==> config.mk <==
export PLATFORM = sky130hd
export DESIGN_NAME = ram_bus_arbiter
export DESIGN_NICKNAME = d
export VERILOG_FILES = /design/src/rtl/ram_bus_arbiter.sv
export SDC_FILE = /design/constraint.sdc
export NUM_CORES = 1
export LEC_CHECK = 0
export CAP_MARGIN = 20
export CORE_ASPECT_RATIO = 1.75
export CORE_MARGIN = 5
export CORE_UTILIZATION = 40
export CTS_CLUSTER_DIAMETER = 100
export DETAILED_ROUTE_END_ITERATION = 8
export PLACE_DENSITY = 0.88
export SKIP_CTS_REPAIR_TIMING = 1
export SLEW_MARGIN = 20
export SYNTH_ARGS = -nofsm -noshare
export SYNTH_HDL_FRONTEND = slang
export SYNTH_SLANG_ARGS = --single-unit
==> constraint.sdc <==
create_clock -name clk1 -period 2.8 [get_ports clk1]
set_input_delay 0.28 -clock clk1 [delete_from_list [all_inputs] [get_ports clk1]]
set_output_delay 0.28 -clock clk1 [all_outputs]
set_load 0.05 [all_outputs]
==> src/rtl/ram_bus_arbiter.sv <==
// ram_bus_arbiter
// Shares the single-ported synchronous system/video RAM between the video
// fetch engine (priority requester) and the 8080 CPU bus. A streak counter
// bounds how many video grants may pass a waiting CPU, and cpu_ready holds
// the 8080 in wait states until its access completes.
module ram_bus_arbiter #(
   parameter int unsigned ADDR_W       = 14,
   parameter int unsigned DATA_W       = 8,
   parameter int unsigned STARVE_LIMIT = 4
) (
   input  logic              clk1,
   input  logic              clrn1,
   input  logic              vid_req,
   input  logic [ADDR_W-1:0] vid_addr,
   output logic              vid_ack,
   output logic [DATA_W-1:0] vid_data,
   input  logic              cpu_req,
   input  logic              cpu_we,
   input  logic [ADDR_W-1:0] cpu_addr,
   input  logic [DATA_W-1:0] cpu_wdata,
   output logic              cpu_ack,
   output logic [DATA_W-1:0] cpu_rdata,
   output logic              cpu_ready,
   output logic [ADDR_W-1:0] ram_addr,
   output logic              ram_we,
   output logic [DATA_W-1:0] ram_wdata,
   input  logic [DATA_W-1:0] ram_rdata
);

   localparam int unsigned         STREAK_W   = $clog2(STARVE_LIMIT + 1);
   localparam logic [STREAK_W-1:0] STREAK_MAX = STREAK_W'(STARVE_LIMIT);

   typedef enum logic [2:0] {
      S_IDLE,
      S_V_ADDR,
      S_V_DATA,
      S_C_ADDR,
      S_C_DATA
   } state_t;

   state_t              state_q,     state_d;
   logic [STREAK_W-1:0] streak_q,    streak_d;
   logic                vid_ack_q,   vid_ack_d;
   logic                cpu_ack_q,   cpu_ack_d;
   logic                ram_we_q,    ram_we_d;
   logic [ADDR_W-1:0]   ram_addr_q,  ram_addr_d;
   logic [DATA_W-1:0]   ram_wdata_q, ram_wdata_d;
   logic [DATA_W-1:0]   vid_data_q,  vid_data_d;
   logic [DATA_W-1:0]   cpu_rdata_q, cpu_rdata_d;
   logic                cpu_wr_q,    cpu_wr_d;

   logic arb_edge;
   logic vid_elig;
   logic cpu_elig;
   logic grant_vid;
   logic grant_cpu;

   // Arbitration, access sequencing, data capture and streak bookkeeping.
   always_comb begin
      arb_edge = (state_q == S_IDLE) || (state_q == S_V_DATA) || (state_q == S_C_DATA);

      // A request is ignored in its own ack cycle, and the requester whose
      // access is completing on this edge cannot be re-granted on it.
      vid_elig = vid_req && !vid_ack_q && (state_q != S_V_DATA);
      cpu_elig = cpu_req && !cpu_ack_q && (state_q != S_C_DATA);

      grant_cpu = arb_edge && cpu_elig && ((streak_q == STREAK_MAX) || !vid_elig);
      grant_vid = arb_edge && vid_elig && !grant_cpu;

      state_d     = state_q;
      streak_d    = streak_q;
      vid_ack_d   = 1'b0;
      cpu_ack_d   = 1'b0;
      ram_we_d    = 1'b0;
      ram_addr_d  = ram_addr_q;
      ram_wdata_d = ram_wdata_q;
      vid_data_d  = vid_data_q;
      cpu_rdata_d = cpu_rdata_q;
      cpu_wr_d    = cpu_wr_q;

      case (state_q)
         S_IDLE:   state_d = S_IDLE;
         S_V_ADDR: state_d = S_V_DATA;
         S_C_ADDR: state_d = S_C_DATA;
         S_V_DATA: begin
            vid_data_d = ram_rdata;
            vid_ack_d  = 1'b1;
            state_d    = S_IDLE;
         end
         S_C_DATA: begin
            if (!cpu_wr_q) begin
               cpu_rdata_d = ram_rdata;
            end
            cpu_ack_d = 1'b1;
            state_d   = S_IDLE;
         end
         default:  state_d = S_IDLE;
      endcase

      if (grant_vid) begin
         ram_addr_d = vid_addr;
         state_d    = S_V_ADDR;
      end else if (grant_cpu) begin
         ram_addr_d = cpu_addr;
         cpu_wr_d   = cpu_we;
         if (cpu_we) begin
            ram_wdata_d = cpu_wdata;
            ram_we_d    = 1'b1;
         end
         state_d = S_C_ADDR;
      end

      if (grant_cpu || !cpu_req) begin
         streak_d = '0;
      end else if (grant_vid && (streak_q != STREAK_MAX)) begin
         streak_d = streak_q + 1'b1;
      end
   end

   // State and all registered outputs; reset clears everything at once.
   always_ff @(posedge clk1 or negedge clrn1) begin
      if (!clrn1) begin
         state_q     <= S_IDLE;
         streak_q    <= '0;
         vid_ack_q   <= 1'b0;
         cpu_ack_q   <= 1'b0;
         ram_we_q    <= 1'b0;
         ram_addr_q  <= '0;
         ram_wdata_q <= '0;
         vid_data_q  <= '0;
         cpu_rdata_q <= '0;
         cpu_wr_q    <= 1'b0;
      end else begin
         state_q     <= state_d;
         streak_q    <= streak_d;
         vid_ack_q   <= vid_ack_d;
         cpu_ack_q   <= cpu_ack_d;
         ram_we_q    <= ram_we_d;
         ram_addr_q  <= ram_addr_d;
         ram_wdata_q <= ram_wdata_d;
         vid_data_q  <= vid_data_d;
         cpu_rdata_q <= cpu_rdata_d;
         cpu_wr_q    <= cpu_wr_d;
      end
   end

   assign vid_ack   = vid_ack_q;
   assign vid_data  = vid_data_q;
   assign cpu_ack   = cpu_ack_q;
   assign cpu_rdata = cpu_rdata_q;
   assign cpu_ready = !cpu_req || cpu_ack_q;
   assign ram_addr  = ram_addr_q;
   assign ram_we    = ram_we_q;
   assign ram_wdata = ram_wdata_q;

endmodule
### After elaboration in Yosys (flattened, before gate mapping)

Cells that the tools add are included.

* flip-flop bits (word level): 48
* input bits: 49
* output and inout bits: 42
* word-level logic and storage cells: 58

* add/subtract/negate cells: 1
* eq/ne operators: 8
* muxes and demuxes: 12
* bitwise logic cells: 2
* reductions and logical operators: 25

Operator list (number)
* $mux 14: 2
* $mux 3: 4
* $logic_and 1x1->1: 9
* $eq 3x2->1 const B: 2
* $eq 3x3->1 const B: 2
* $ne 3x3->1 const B: 2
* $pmux 3 s2: 1
* $logic_not 1->1: 5
* $logic_or 1x1->1: 5
* $mux 1: 5
* $reduce_and 2->1: 2
* $reduce_bool 2->1: 2
* $add 3x1->3 const B: 1
* $eq 3x1->1 const B: 1
* $logic_not 3->1: 1
* $ne 3x2->1 const B: 1
* $reduce_and 3->1: 1
* $not 1->1: 2

### Longest topological paths before layout

Gate-level depths: netlist of the first run.

* depth after elaboration: 11
* depth in mapped cells: 7
* depth with buffers taken out: 5

### Worst setup path before layout of the first run

OpenSTA, ideal clock, no wires.

* kind: register -> register
* start: register vid_ack_q (netlist: vid_ack)
* end: register ram_addr_q[0] (netlist: ram_addr[0])
* library setup time: 0.125 ns
* arrival: 2.003 ns
* required time: 2.675 ns
* slack: 0.672 ns
* stages on the path, launching flop included: 5
* buffers on the path: 1
* clock period less this slack: 2.128 ns
* cell sequence: dfrtp_1 or3b_1 o21ai_1 buf_2 mux2_2

* word-level cells in the longest chain between the ends: 9
* elaborated cells on any way between the ends: 11
* classes of those cells: mux (1); reduce/logical (10)

RTL lines
* start, declared: line 43 `logic vid_ack_q, vid_ack_d;`
* start signal, assigned: line 136 `vid_ack_q <= vid_ack_d;`
* $logic_not 1->1 (*): line 64 `vid_elig = vid_req && !vid_ack_q && (state_q != S_V_DATA);`
* $logic_and 1x1->1 (*) (2 in a row): line 64
* $logic_not 1->1: line 67 `grant_cpu = arb_edge && cpu_elig && ((streak_q == STREAK_MAX) || !vid_elig);`
* $logic_or 1x1->1: line 67
* $logic_and 1x1->1: line 67
* $logic_not 1->1: line 68 `grant_vid = arb_edge && vid_elig && !grant_cpu;`
* $logic_and 1x1->1: line 68
* $mux 14 / $reduce_bool 2->1 (equally long branches)
* end signal, assigned: line 139 `ram_addr_q <= ram_addr_d;`
* end, declared: line 46 `logic [ADDR_W-1:0] ram_addr_q, ram_addr_d;`

Mark *: on every way between the ends. The rest lies on a longest branch, timed or not.
A chain may end at the register's enable or synchronous reset.

### Worst setup path after layout of the first run

* start: register state_q[0]
* end: register streak_q[2]

* word-level cells in the longest chain between the ends: 9
* elaborated cells on any way between the ends: 20
* classes of those cells: eq/ne (4); mux (1); reduce/logical (15)

RTL lines
* start, declared: line 41 `state_t state_q, state_d;`
* start signal, assigned: line 134 `state_q <= state_d;`
* $eq 3x2->1, or another cell as far along: line 60 `arb_edge = (state_q == S_IDLE) || (state_q == S_V_DATA) || (state_q == S_C_DATA);`
* $logic_or 1x1->1 / $logic_and 1x1->1 (equally long branches): line 60, 64
* $logic_or 1x1->1 / $logic_not 1->1 (equally long branches): line 60, 67
* $logic_and 1x1->1 / $logic_or 1x1->1 (equally long branches): line 67
* $logic_and 1x1->1: line 67
* $logic_not 1->1: line 68
* $logic_and 1x1->1: line 68
* $logic_and 1x1->1: line 115 `end else if (grant_vid && (streak_q != STREAK_MAX)) begin`
* $reduce_bool 2->1 (no line)
* end signal, assigned: line 135 `streak_q <= streak_d;`
* end, declared: line 42 `logic [STREAK_W-1:0] streak_q, streak_d;`

Several ways; a longest one is shown, not always the timed one.

==> flow_summary.yaml, run 1 <==
run_status:
  status: "finished, violations left"
  violations: "negative hold slack"
place:
  placed_area_um2: 3017
  dp_slack_ns: 0.4217
  portBuffers: 90
  gp_congestion: 0.7053
  dp_hpwl_mm: 3.679
timing:
  fin_crit_sh_pct: 77.85
  slew_violations: 0
  slew_headroom_pct: 49.40
  rsz0062_at_grt: "no"
  skew_ns: 0.005880
  fin_hold_ws_ns: -0.01823
  setup_viol: 0
  tns_ns: 0
  post-route-min-period_ns: 2.180
  fmax_mhz: 458.8
  finalHoldViolCount: 21
  worst_slack_ns: 0.6202
  worstMarginPinSlew_ns: 0.7590
worst_setup_path:
  critPathKind: "flip-flop to flip-flop"
  path_max_fanout: 19
  slowest_delay_ns: 0.90
  path_buf_inv: 0
  cp_slowest_cell: "or4b_1"
  end_kind: "flip-flop"
  cp_top_family: "simple AND/OR/NAND/NOR gates"
  path_cells: "or4b_1 > or3_1 > a211oi_1"
  critPathLaunchType: "flip-flop"
  worstPathRequired_ns: 3.00
  cp.arrival_ns: 2.38
route:
  firstDrtPassIters: 4
  route.top_layer_used: "met4"
  viasPerCell: 5.048
  wl_met2_mm: 2.777
  m1WireLength_mm: 1.801
  drtIter0Drc: 67
  drt_wl_total_mm: 4.932
  wl_per_cell_um: 16.83
  drtAntennaViolNets: 0
  num_vias: 1479
  route.detailed.drc: 0
  met3_length_um: 299
global_route:
  track_usage_pct: 15.13
  antenna_found_initial: 0
  grt_first_pass_wirelength_mm: 7.941
  overflow: 0
  grt_max_degree: 49
  grt_pass1_vias: 1627
cells_and_area:
  fin_area_um2: 3112
  n_antenna_cell: 0
  area_growth_pct: 50.09
  layout-drive-gt1-share_pct: 27.20
  finalNetCount: 289
logic_synthesis:
  seq_area_frac_synth_pct: 57.94
  synth.avg_cell_area_um2: 14.40
  synth_cells: 144
  syn-cell-area_um2: 2073
  synth.distinct_cells: 26
  ys.warnings.count: 0
  synth_nets: 195
  synth-seq-cells: 48
clocking:
  clkTransAtPathRegs_ns: 0.09
  cts_tree: "yes"
  root_buffer: "clkbuf_8"
  clock_latency_ns: 0.29
  cts_sinks: 48
  numCtsBuffers: 5
  clock_path_buffers: 2
  htree_num_levels: 2
power:
  power_density_nw_per_um2: 1326
  p_leak_uw: 0.001304
  peakVddDrop_v: 0.0006728
hold_path:
  hp-class: "primary input to async pin"
die:
  die_height_um: 105.2
  io_pins: 91
  core_um2: 5020
  row_count: 34
  dieArea_um2: 6780
  start_util_pct: 41.30
  die_w_um: 64.42
flow_run:
  timing.max_cap.violations: 0
==> through the flow <==
| step | cells | power, µW | util [%] |
|---|---|---|---|
| finish | 293 | 4128 | 61.99 |
| global route | 293 | 4327 | 61.99 |
| CTS | 293 | 4166 | 61.94 |
| detailed placement | 285 | 3728 | 60.09 |
| global placement | 285 | 3688 | 60.09 |
| floorplan | 144 | 2906 | - |
==> kinds of logic after synthesis <==
group | synth area share, %
multiplexers | 28.24
flip-flops | 57.94
AND/OR/NAND/NOR | 5.613
AO/OA/AOI/OAI | 3.862
buffers and inverters | 3.138
adder cells (fa/ha/maj) | 1.207
==> where the power goes <==
part           internal, µW  leakage (µW)  switching [µW]
logic                  1010      0.000669            1480
registers              1020      0.000584             185
clock network           198     0.0000510             228
total                  2230       0.00130            1900
==> synth_stat cells <==
cell type	n	share of area [%]
nor4b_1	2	0.85
o211ai_2	1	0.60
clkbuf_1	3	0.54
or4b_1	1	0.48
nand2b_1	1	0.30
o21a_1	1	0.36
inv_1	6	1.1
nand2_1	3	0.54
dfrtp_1	48	58
mux2_2	52	28
a211oi_1	3	1.1
ha_1	2	1.2
buf_6	1	0.54
o21ai_0	4	0.97
o21ai_1	1	0.24
nor3b_1	3	1.1
and2_1	2	0.60
o31ai_1	1	0.36
nor2_1	1	0.18
buf_2	1	0.24
buf_8	1	0.72
a21oi_1	1	0.24
or3_1	1	0.30
or3b_1	1	0.42
nand3_1	2	0.48
or2b_1	1	0.36
==> final timing paths <==
check / startpoint / end / slack [ns] / cells after the start
setup / recovery: state_q[0]$_DFF_PN0_ / streak_q[2]$_DFFE_PN0P_ / 0.62 / 3
hold / removal: clrn1 / ram_addr[7]$_DFFE_PN0P_ / -0.02 / 1
setup reg to reg: state_q[0]$_DFF_PN0_ / streak_q[2]$_DFFE_PN0P_ / 0.62 / 3
hold reg to reg: ram_wdata[7]$_DFFE_PN0P_ / ram_wdata[7]$_DFFE_PN0P_ / 0.51 / 1
max in group asynchronous: clrn1 / ram_wdata[4]$_DFFE_PN0P_ / 2.40 / 1
min in group clk1: ram_wdata[7]$_DFFE_PN0P_ / ram_wdata[7]$_DFFE_PN0P_ / 0.51 / 1
==> worst reg2reg max path, stage by stage, from the launching register on <==
cell,delay [ns]
dfrtp_1,0.47
or4b_1,0.91
or3_1,0.46
a211oi_1,0.26
==> routing by layer <==
metal	up-vias	global-route usage [%]
li1	699	-
met1	735	15.98
met2	41	27.66
met3	4	5.005
met4	0	4.992
met5	-	0
==> sequential cells by signal (all words and copies together) (netlist names) <==
register	flops
cpu_ack	1
cpu_rdata	8
cpu_wr_q	1
ram_addr	14
ram_wdata	8
ram_we	1
state_q	3
streak_q	3
vid_ack	1
vid_data	8
==> layout make-up <==
| cell class | instances | area [µm²] |
|---|---|---|
| Fill cell | 397 | 1908 |
| Sequential cell | 48 | 1201 |
| Timing Repair Buffer | 93 | 920.9 |
| Multi-Input combinational cell | 84 | 807.0 |
| Clock buffer | 6 | 82.58 |
| Tap cell | 54 | 67.56 |
| Inverter | 6 | 22.52 |
| Clock inverter | 2 | 10.01 |
==> cells in the final DEF, fill, tap and decap left out, drive strengths merged <==
cell            n
or2b            1
ha              2
or4b            1
nand2b          1
a211oi          3
or3             1
o211ai          1
dfrtp          48
inv             6
clkdlybuf4s50  89
nand3           2
clkbuf          6
o31ai           1
nand2           3
a21oi           1
nor3b           3
o21a            1
mux2           52
or3b            1
and2            2
nor2            1
clkinv          2
o21ai           5
buf             4
nor4b           2
Power figures use the tool's default switching activity.
==> run 2, diff against run 1 <==
- CORE_UTILIZATION: 40 -> 38
- PLACE_DENSITY: 0.88 -> 0.87
- clock period: 2.8 -> 1.8 ns (I/O delays scaled with it)
==> run 2 against run 1 <==
Net effect: the run now ends clean; clock-buffer cell count unchanged; total power is 67% higher; sequential share of layout area shrank 3.0 points; setup slack worse by 0.60 ns; cell count grew 10%; final area grew 8.4%; register-to-register slack got worse by 0.60 ns; clock skew up 0.0042 ns; critical path type unchanged; largest power group unchanged.
==> flow_summary.yaml, run 2 (synthesis results as in run 1) <==
cells_and_area:
  area_growth_pct: 62.76
  n_antenna_cell: 0
  layout_common_cells: "clkdlybuf4s50_1, dfrtp_1, mux2_2, mux2_4, buf_4"
  layout-drive-gt1-share_pct: 32.93
  final_common_cell: "clkdlybuf4s50_1"
  fill_cells: 413
  finalNetCount: 299
  largest_reg_flops: 14
  final_cells: 323
die:
  start_util_pct: 39.13
  row_count: 35
  core_um2: 5299
  dieArea_um2: 7091
  die_w_um: 65.84
  die_height_um: 107.7
  io_pins: 91
route:
  num_vias: 1527
  viasPerCell: 4.728
  wl_per_cell_um: 15.62
  firstDrtPassIters: 4
  drtAntennaViolNets: 0
  drtIter0Drc: 48
  drt_wl_total_mm: 5.045
  route.detailed.drc: 0
place:
  portBuffers: 90
  gp_congestion: 0.7237
  place_inst: 314
  dp_hpwl_mm: 4.002
global_route:
  track_usage_pct: 15.28
  grt_first_pass_wirelength_mm: 8.314
  grt_max_degree: 26
  overflow: 0
  antenna_found_initial: 0
  grt_pass1_vias: 1695
clocking:
  cts_tree: "yes"
  htree_num_levels: 2
  clkTransAtPathRegs_ns: 0.09
  cts_sinks: 48
  root_buffer: "clkbuf_8"
  clock_latency_ns: 0.29
  numCtsBuffers: 5
  clock_path_buffers: 2
timing:
  slew_violations: 0
  rsz0062_at_grt: "yes"
  worstMarginPinSlew_ns: 0.5869
  finalHoldViolCount: 0
  skew_ns: 0.01005
  post-route-min-period_ns: 1.784
  fmax_mhz: 560.5
  fin_hold_ws_ns: 0.4148
  fin_crit_sh_pct: 99.11
  slew_headroom_pct: 60.88
  setup_viol: 0
worst_setup_path:
  rrSetupSlack_ns: 0.02
  worst_r2r_endpoint: "ram_addr[2]$_DFFE_PN0P_"
  cp.arrival_ns: 1.96
  end_kind: "flip-flop"
  critPathLaunchType: "flip-flop"
  r2r_start: "state_q[1]$_DFF_PN0_"
  rr_worst_depth: 4
  path_max_fanout: 16
  worstPathRequired_ns: 1.97
  critPathKind: "flip-flop to flip-flop"
flow_run:
  timing.max_cap.violations: 0
power:
  p_leak_uw: 0.001432
  peakVddDrop_v: 0.001168
  fin_total_pwr_uw: 6875
  power_density_nw_per_um2: 2037
run_status:
  status: "completed"
hold_path:
  hp-class: "primary input to async pin"
## run 2: final cells by class
type                       count  area (µm²)  share of cell area (%)
clock buffer                   6       82.58                   2.447
sequential                    48        1202                   35.63
multi-input combinational     84       867.1                   25.70
timing repair buffer         103        1069                   31.66
inverter                       6       22.52                  0.6674
clock inverter                 2       38.79                   1.149
tap                           74       92.59                   2.744
## run 2: worst max-delay path, stage by stage, from the launching register on
cell	delay [ns]
dfrtp_1	0.42
or4b_4	0.54
buf_12	0.17
mux2_2	0.27
mux2_4	0.26
## run 2: metal layers
metal	global-route usage [%]	part of all wire (%)	up-vias
met3	2.508	4.0	4
li1	-	-	715
met4	5.935	1.4	0
met5	0	0	-
met1	17.05	35	756
met2	28.00	59	52
## run 2: how the worst max path moves through the flow
stage	startpoint	endpoint	slack (ns)	cells after the start
floorplan	vid_ack$_DFF_PN0_	ram_addr[0]$_DFFE_PN0P_	-0.12	5
global placement	vid_req	ram_addr[3]$_DFFE_PN0P_	-0.17	5
detailed placement	vid_req	streak_q[2]$_DFFE_PN0P_	-0.20	5
CTS	state_q[1]$_DFF_PN0_	streak_q[2]$_DFFE_PN0P_	-0.05	4
global route	state_q[1]$_DFF_PN0_	ram_addr[1]$_DFFE_PN0P_	-0.04	4
finish	state_q[1]$_DFF_PN0_	ram_addr[2]$_DFFE_PN0P_	0.02	4
## run 2: power breakdown
part           switching [µW]  internal [µW]
registers                 274           1590
logic                    2410           1800
clock network             353            454
total                    3040           3840
## run 2: stage by stage
stage,utilization (%),worst slack (ns),setup TNS [ns],instance area [µm²]
floorplan,-,-0.1179,-1.409,2113
global placement,60.52,-0.1692,-3.657,3207
detailed placement,60.52,-0.2018,-4.078,3207
CTS,62.81,-0.05026,-0.4475,3328
global route,63.68,-0.04283,-0.3541,3374
finish,63.68,0.01601,0,3374
==> run 3, diff against run 2 <==
- TNS_END_PERCENT: not set -> 30
==> run 3 against run 2 <==
Net effect: the run now ends with negative setup slack left; critical endpoint is now ram_addr[3]$_DFFE_PN0P_; utilization about the same; sequential power is essentially flat; clock-buffer cell count shrank 1; largest power group unchanged; highest routed layer unchanged; sequential cell count unchanged; maximum frequency down 1.2%; largest cell class unchanged; combinational power increased by 1%.
==> flow_summary.yaml, run 3 (synthesis results as in run 1) <==
worst_setup_path:
  critPathLaunchType: "flip-flop"
  rrSetupSlack_ns: -0.006
  rr_worst_depth: 4
  cp.arrival_ns: 1.99
  end_kind: "flip-flop"
  worstPathRequired_ns: 1.99
  worst_r2r_endpoint: "ram_addr[3]$_DFFE_PN0P_"
  critPathKind: "flip-flop to flip-flop"
  path_max_fanout: 9
  r2r_start: "state_q[1]$_DFF_PN0_"
cells_and_area:
  layout_common_cells: "clkdlybuf4s50_1, mux2_2, dfrtp_1, buf_4, inv_1"
  utilization_pct: 63.64
  layout-drive-gt1-share_pct: 33.99
  n_antenna_cell: 0
  area_growth_pct: 62.64
  largest_reg_flops: 14
  final_common_cell: "clkdlybuf4s50_1"
  finalNetCount: 303
power:
  peakVddDrop_v: 0.001351
  p_seq_share_pct: 27.0
  p_int_uw: 3833
  p_sw_share_pct: 44.44
  switchingPower_uw: 3066
  p_leak_uw: 0.001433
  p_comb_share_pct: 61.7
  power.share.clock_pct: 11.2
  power_density_nw_per_um2: 2046
clocking:
  root_buffer: "clkbuf_8"
  clock_path_buffers: 2
  clkTransAtPathRegs_ns: 0.09
  cts_sinks: 48
  clock_latency_ns: 0.30
  numCtsBuffers: 5
  htree_num_levels: 2
  cts_tree: "yes"
global_route:
  antenna_found_initial: 0
  grt_max_degree: 23
  grt_first_pass_wirelength_mm: 8.583
  track_usage_pct: 15.90
  overflow: 0
  grt_pass1_vias: 1751
die:
  start_util_pct: 39.13
  dieArea_um2: 7091
  io_pins: 91
  die_height_um: 107.7
  core_um2: 5299
  row_count: 35
  die_w_um: 65.84
route:
  drt_wl_total_mm: 5.464
  firstDrtPassIters: 4
  num_vias: 1561
  drtAntennaViolNets: 0
  viasPerCell: 4.774
  wl_per_cell_um: 16.71
  drtIter0Drc: 24
  route.detailed.drc: 0
place:
  gp_congestion: 0.7329
  dp_hpwl_mm: 4.189
  portBuffers: 90
  dp_slack_ns: -0.2293
timing:
  finalHoldViolCount: 0
  fin_crit_sh_pct: 100.3
  fmax_mhz: 553.6
  fin_hold_ws_ns: 0.3484
  worst_slack_ns: -0.006278
  post-route-min-period_ns: 1.806
  rsz0062_at_grt: "yes"
  setup_viol: 2
  slew_violations: 0
  worstMarginPinSlew_ns: 0.5354
  tns_ns: -0.01130
  slew_headroom_pct: 64.20
  skew_ns: 0.005595
flow_run:
  timing.max_cap.violations: 0
run_status:
  status: "finished, violations left"
  violations: "negative setup slack"
hold_path:
  hp-class: "primary input to async pin"
==> run 3: changes by cell type in the layout (fill, tap and decap cells not counted), sizes merged <==
cell	before	now
buf	14	17
clkinvlp	0	1
==> run 3: power by group through the flow <==
stage | clock network, µW | logic, µW | registers (µW)
after floorplan | 0 | 1140 | 3470
after global placement | 0 | 4120 | 1850
after detailed placement | 0 | 4180 | 1890
after CTS | 791 | 4200 | 1870
after global routing | 837 | 4430 | 1940
final | 776 | 4260 | 1870
==> run 3: worst max path at each step <==
stage / startpoint / to / cells after the start
finish: state_q[1]$_DFF_PN0_ / ram_addr[3]$_DFFE_PN0P_ / 4
detailed placement: vid_req / ram_addr[8]$_DFFE_PN0P_ / 5
CTS: state_q[1]$_DFF_PN0_ / ram_addr[8]$_DFFE_PN0P_ / 4
global route: state_q[1]$_DFF_PN0_ / ram_addr[8]$_DFFE_PN0P_ / 4
floorplan: vid_ack$_DFF_PN0_ / ram_addr[0]$_DFFE_PN0P_ / 5
global placement: vid_req / ram_addr[13]$_DFFE_PN0P_ / 5
==> run 3: area by class of cell <==
type                            count  area [µm²]
Fill cell                         401        1927
Sequential cell                    48        1202
Timing Repair Buffer              107        1086
Multi-Input combinational cell     84       857.1
Tap cell                           74       92.59
Clock buffer                        5       68.82
Clock inverter                      3       42.54
Inverter                            6       22.52
==> run 3: through the flow <==
step           instances  area [µm²]  power [µW]
2_1_floorplan        144        2113        4608
3_3_place_gp         316        3197        5967
3_5_place_dp         316        3197        6067
4_1_cts              324        3308        6857
5_1_grt              327        3372        7209
6_report             327        3372        6899
==> run 3: worst max-delay path, stage by stage, from the launching register on <==
cell	delay, ns
dfrtp_1	0.43
or4b_4	0.56
buf_6	0.16
mux2_2	0.28
mux2_4	0.26
==> run 3: layer usage <==
metal / routed length, µm / part of all wire (%) / vias to the layer above / track usage, %
met5: 0 / 0 / - / 0
met4: 178 / 3.3 / 0 / 8.754
met3: 188 / 3.4 / 14 / 2.821
met2: 3229 / 59 / 46 / 29.00
met1: 1868 / 34 / 773 / 16.55
li1: - / - / 728 / -
